`src/rtl/sbox_round_ctrl.sv`:
```
// sbox_round_ctrl: nibble-serial substitution-permutation round engine.
// Each block is XORed with its key on load. Each round then sends the four
// nibbles through the external S-box, one per cycle. After that it applies
// a fixed bit permutation and XORs the round key back in.
// Optional build macro: KEY_ROTATE_EN. When it is defined, the round key
// rotates left by one nibble at the start of every permutation cycle.
//
// state | meaning
// IDLE  | waiting for a block, in_ready high
// SUB   | substituting nibble nib through the external S-box
// PERM  | bit permutation plus round-key XOR, then next round or finish
// DONE  | result presented on out_data until out_ready
module sbox_round_ctrl #(
  parameter int ROUNDS = 4,
  parameter int WIDTH  = 16
) (
  input  logic        clk,
  input  logic        rst_n,
  input  logic        in_valid,
  output logic        in_ready,
  input  logic [15:0] in_data,
  input  logic [15:0] in_key,
  output logic        out_valid,
  input  logic        out_ready,
  output logic [15:0] out_data,
  output logic [3:0]  sbox_in,
  input  logic [3:0]  sbox_out,
  output logic        busy
);

  if (WIDTH != 16) begin : g_bad_width
    $error("sbox_round_ctrl: WIDTH must be 16");
  end
  if (ROUNDS < 1 || ROUNDS > 15) begin : g_bad_rounds
    $error("sbox_round_ctrl: ROUNDS must be in 1..15");
  end

  localparam logic [3:0] LAST_RND = 4'(ROUNDS - 1);

  typedef enum logic [1:0] {
    IDLE = 2'd0,
    SUB  = 2'd1,
    PERM = 2'd2,
    DONE = 2'd3
  } fsm_t;

  fsm_t        fsm_q, fsm_d;
  logic [15:0] state_reg_q, state_reg_d;
  logic [15:0] key_reg_q, key_reg_d;
  logic [15:0] out_data_q, out_data_d;
  logic [1:0]  nib_q, nib_d;
  logic [3:0]  rnd_q, rnd_d;
  logic [15:0] perm_w;
  logic [15:0] key_next;
  logic [3:0]  sbox_nib;

  // Output bit j takes substituted bit (4*j) mod 15, which is the inverse of i -> 4*i mod 15.
  assign perm_w = {state_reg_q[15], state_reg_q[11], state_reg_q[7],  state_reg_q[3],
                   state_reg_q[14], state_reg_q[10], state_reg_q[6],  state_reg_q[2],
                   state_reg_q[13], state_reg_q[9],  state_reg_q[5],  state_reg_q[1],
                   state_reg_q[12], state_reg_q[8],  state_reg_q[4],  state_reg_q[0]};

`ifdef KEY_ROTATE_EN
  assign key_next = {key_reg_q[11:0], key_reg_q[15:12]};
`else
  assign key_next = key_reg_q;
`endif

  // Select the nibble currently being substituted.
  always_comb begin
    sbox_nib = 4'h0;
    case (nib_q)
      2'd0: sbox_nib = state_reg_q[3:0];
      2'd1: sbox_nib = state_reg_q[7:4];
      2'd2: sbox_nib = state_reg_q[11:8];
      2'd3: sbox_nib = state_reg_q[15:12];
      default: sbox_nib = 4'h0;
    endcase
  end

  assign sbox_in   = (fsm_q == SUB) ? sbox_nib : 4'h0;
  assign in_ready  = (fsm_q == IDLE);
  assign out_valid = (fsm_q == DONE);
  assign busy      = (fsm_q == SUB) || (fsm_q == PERM);
  assign out_data  = out_data_q;

  // Next-state and datapath update for the round sequencer.
  always_comb begin
    fsm_d       = fsm_q;
    state_reg_d = state_reg_q;
    key_reg_d   = key_reg_q;
    out_data_d  = out_data_q;
    nib_d       = nib_q;
    rnd_d       = rnd_q;
    case (fsm_q)
      IDLE: begin
        if (in_valid) begin
          state_reg_d = in_data ^ in_key;
          key_reg_d   = in_key;
          nib_d       = 2'd0;
          rnd_d       = 4'd0;
          fsm_d       = SUB;
        end
      end
      SUB: begin
        case (nib_q)
          2'd0: state_reg_d[3:0]   = sbox_out;
          2'd1: state_reg_d[7:4]   = sbox_out;
          2'd2: state_reg_d[11:8]  = sbox_out;
          2'd3: state_reg_d[15:12] = sbox_out;
          default: state_reg_d = state_reg_q;
        endcase
        nib_d = nib_q + 2'd1;
        if (nib_q == 2'd3) begin
          fsm_d = PERM;
        end
      end
      PERM: begin
        key_reg_d   = key_next;
        state_reg_d = perm_w ^ key_next;
        if (rnd_q == LAST_RND) begin
          // out_data only changes here, so it holds the last result everywhere else.
          out_data_d = perm_w ^ key_next;
          fsm_d      = DONE;
        end else begin
          rnd_d = rnd_q + 4'd1;
          nib_d = 2'd0;
          fsm_d = SUB;
        end
      end
      DONE: begin
        if (out_ready) begin
          fsm_d = IDLE;
        end
      end
      default: fsm_d = IDLE;
    endcase
  end

  // State and datapath registers; reset discards any block in flight.
  always_ff @(posedge clk or negedge rst_n) begin
    if (!rst_n) begin
      fsm_q       <= IDLE;
      state_reg_q <= 16'h0;
      key_reg_q   <= 16'h0;
      out_data_q  <= 16'h0;
      nib_q       <= 2'd0;
      rnd_q       <= 4'd0;
    end else begin
      fsm_q       <= fsm_d;
      state_reg_q <= state_reg_d;
      key_reg_q   <= key_reg_d;
      out_data_q  <= out_data_d;
      nib_q       <= nib_d;
      rnd_q       <= rnd_d;
    end
  end

endmodule

```
`config.mk`:
```
export PLATFORM = sky130hd
export DESIGN_NAME = sbox_round_ctrl
export DESIGN_NICKNAME = d
export VERILOG_FILES = /design/src/rtl/sbox_round_ctrl.sv
export SDC_FILE = /design/constraint.sdc
export NUM_CORES = 1
export LEC_CHECK = 0
export ABC_AREA = 0
export CORE_MARGIN = 3
export CORE_UTILIZATION = 40
export CTS_BUF_LIST = sky130_fd_sc_hd__clkbuf_8 sky130_fd_sc_hd__clkbuf_16
export DETAILED_ROUTE_END_ITERATION = 8
export PLACE_DENSITY = 0.65
export SYNTH_ARGS = -nofsm -noshare
export SYNTH_HDL_FRONTEND = slang
export SYNTH_SLANG_ARGS = --single-unit
```
`constraint.sdc`:
```
create_clock -name clk -period 1.9 [get_ports clk]
set_input_delay 0.38 -clock clk [delete_from_list [all_inputs] [get_ports clk]]
set_output_delay 0.38 -clock clk [all_outputs]
set_load 0.01 [all_outputs]
```
==> results summary <==
The die extent in y came out at slightly above 90 um. CTS placed an instance of clkbuf_8 at the clock tree root. Among all flip-flop cells after synthesis, the most frequent one is dfrtp_1. The number of detailed-routing iterations run before antenna repair came out at 4. The register area share after synthesis came out at 0.468. The number of slew-limit violations in the final report was 0. The combined area of all synthesized cells came out at roughly 0.003 mm2. The clock transition at the register clock pins on the worst setup and hold paths after CTS is ~0.11 ns. The startpoint identified for the worst register-to-register timing path is fsm_q[0]$_DFFE_PN0P_. Setup repair after global routing could not meet its margin everywhere. The pin count of the biggest net entering global routing came out at 57.

Yosys instantiated no cell more often than dfrtp_1. The synthesized netlist contains 37 unique library cells. The global-route congestion overflow total is 0. The endpoint of the worst-slack reg-to-reg timing path is state_reg_q[2]$_DFFE_PN0P_. STA puts the critical path data arrival time at 1.72 ns.

The number of buffers between clock root and the deepest sink came out at 2. The maximum clock frequency came out at 0.476 GHz. The routed wire length came out at around 7700 um. At the end of the flow the core is filled with cells to 0.580. The number of global-route vias before repair is between 2000 and 3000. The fraction of the cycle the final worst path needs is 1.11.

The detail-routed net length per standard cell came out at around 16 um. The share of the synthesized area in the top cell type came out at 0.468. The floorplan step defined a die boundary enclosing approximately 0.0086 mm2. The floorplan has 30 rows. The number of top-level design ports is between 60 and 70.

The number of enable flip-flop cells after synthesis came out at 0. Averaged over all synthesized cells, the footprint is ~9.8 um2. The checks that failed: negative setup slack. Setup violations remaining at the end of the flow were counted as 4. The initial detailed-routing violation count is ~120. STA classifies the critical path startpoint as a flop. In the global route stage, overall resource usage came out at 0.183. dfrtp_1 takes more of the synthesized area than any other cell. The ratio of total power to cell area came out at ~1700 mW/mm2. The hold violation count in the final report was 0. TritonCTS created 5 clock buffers. Max-cap violations in this run came to 0. The worst slew margin relative to its limit came out at 0.718.

The via count normalized by instance count is 5.21. The register-to-register setup slack is approximately 0.060 ns. The clock sink count is 56.

The initial standard-cell utilization of the core is 0.427. VDD sags by at most 0.655 mV. Of all nets on the critical path, the largest fanout is 5.

The count of vias placed by the detailed router is 2553. The wire length of the first global-routing pass came out at roughly 13000 um. The fraction of final layout cells with drive strength greater than 1 came out at 0.206. For the finished layout, the period the worst path requires is between 2 and 2.5 ns.

At the pin with the least slew margin, the transition time is around 0.42 ns. For the worst setup path, the data required time is 1.52 ns. The number of warnings reported in the yosys synthesis log came out at 0. The clock tree from TritonCTS is done. The layout-stage area growth over the synthesis result came out at 36.0%. The number of antenna violations at the first check in global routing came out at 0. The filler cells instantiated in the layout total around 640.

The number of inserted diodes came out at 0. The detailed placement HPWL is approximately 5900 um. On the final layout, the worst clock skew is around 0.0086 ns. On the final layout, the worst hold slack is roughly 0.047 ns. The leakage dissipation came out at about 1.8 nW.

The synthesized design contains 56 register bits. The final weighted congestion in routability-driven placement is 0.839. The min-delay analysis places its worst path in the category input port to asynchronous set/reset pin.

Ranked by instance count, the synthesized netlist is headed by dfrtp_1 (56), nand2_1 (44), o21ai_0 (42). In this run the standard cell core region covers 0.00702 mm2. The endpoint type of the worst setup path is an output pin. The clock latency at the later pin of the worst-skew pair is about 0.31 ns. Synthesis produced a netlist with a net count of 356. The minimum setup slack in the final design came out at -0.201 ns. The run finished, with violations left.

The setup path with the least slack is of type flop to output pin. The number of nets in the layout came out at ~440. The count of antenna-violating nets left after detailed routing came out at 0. The total of buffers placed on input and output ports came out at 62. In the post-synthesis netlist, the biggest area contributors are dfrtp_1 (47%), o21ai_0 (7.0%), mux2_2 (6.0%), nand2_1 (5.5%), xor2_1 (5.3%). The worst-case reg-to-reg path depth came out at 6. The number of buffers added to fix hold violations after cts came out at 0. The proportion of synthesized flip-flops having asynchronous set or reset came out at 1.00. The synthesized instance count came out at roughly 310. The maximum level of the CTS H-tree is 2. The die width came out at ~90 um. After detailed routing, the number of remaining DRC violations is 0.
-- cell usage in the layout (no fill, tap or decap), types with 6 or more instances in the layout --
cell type and instances:
o21ai_0 38, nor2_1 15, nand2b_1 9, xnor2_1 10, buf_4 32, dfrtp_1 54
nand2_1 44, mux2_2 16, clkdlybuf4s50_1 54, o21ai_1 6, xor2_1 18
-- flip-flops by register name, summed over array words and instances, names as in the netlist --
name,cells
key_next,16
fsm_q,2
out_data,16
state_reg_q,16
nib_q,2
rnd_q,4
-- area by class of cell --
class | instances | area, um2 | area share
multi-input cells | 227 | 1560 | 0.383
flip-flops and latches | 56 | 1400 | 0.345
repair buffers | 97 | 875 | 0.215
well taps | 96 | 120 | 0.0295
clock buffers | 5 | 68.8 | 0.0169
inverters | 6 | 22.5 | 0.00553
clock inverters | 3 | 21.3 | 0.00522
-- what timing repair did --
item,in CTS,in global routing
setup endpoints to repair,10,17
gates resized for setup,36,8
setup buffers,1,0
pin swaps,8,7
-- layer usage --
layer,global-route usage,vias to the layer above,part of all wire
met5,0,-,0
met4,0.0371,0,0.0072
met3,0.0390,4,0.061
met2,0.318,73,0.49
met1,0.236,1235,0.44
li1,-,1241,-
-- worst max-delay path, stage by stage, from the launching register on --
cell and delay [ns]:
dfrtp_2 0.43, inv_2 0.06, ha_4 0.17, a222oi_1 0.34, o21ai_1 0.10, and2_1 0.17
buf_2 0.14
-- stage by stage --
stage	setup WS [ns]	power [W]	TNS, ns	std cells	instance area (um2)
after floorplan	0.199	0.00443	0	305	3000
after global placement	-0.204	0.00603	-0.807	481	3920
after detailed placement	-0.225	0.00611	-0.897	481	3920
after CTS	-0.266	0.00682	-0.868	490	4040
after global routing	-0.321	0.00744	-1.20	490	4070
final	-0.201	0.00693	-0.726	490	4070
-- power breakdown --
group | switching, W | total (W) | internal [W] | leakage, nW
Sequential | 0.000408 | 0.00215 | 0.00175 | 0.695
Clock | 0.000412 | 0.000675 | 0.000263 | 0.0445
Combinational | 0.00204 | 0.00410 | 0.00206 | 1.04
Total | 0.00286 | 0.00693 | 0.00407 | 1.78
-- worst max-delay path by stage --
stage	cells after the start	slack (ns)	endpoint	startpoint
after floorplan	7	0.20	state_reg_q[10]$_DFFE_PN0P_	fsm_q[0]$_DFFE_PN0P_
after global placement	5	-0.20	sbox_in[0]	nib_q[0]$_DFFE_PN0P_
after detailed placement	6	-0.23	sbox_in[1]	nib_q[0]$_DFFE_PN0P_
after CTS	6	-0.27	sbox_in[1]	nib_q[1]$_DFFE_PN0P_
after global routing	6	-0.32	sbox_in[2]	nib_q[1]$_DFFE_PN0P_
final	6	-0.20	sbox_in[0]	nib_q[1]$_DFFE_PN0P_
-- logic make-up (layout without fill, tap and decap cells) --
family / after synthesis / after routing / synth area share
AOI/OAI and AO/OA: 78 / 78 / 0.160
xor gates and xnor gates: 28 / 28 / 0.0819
adders and majority gates: 11 / 11 / 0.0459
buffers and inverters: 22 / 111 / 0.0347
DFF: 56 / 56 / 0.468
muxes: 18 / 18 / 0.0668
and+or+nand+nor: 92 / 92 / 0.142
(Power assumes the default switching activity.)
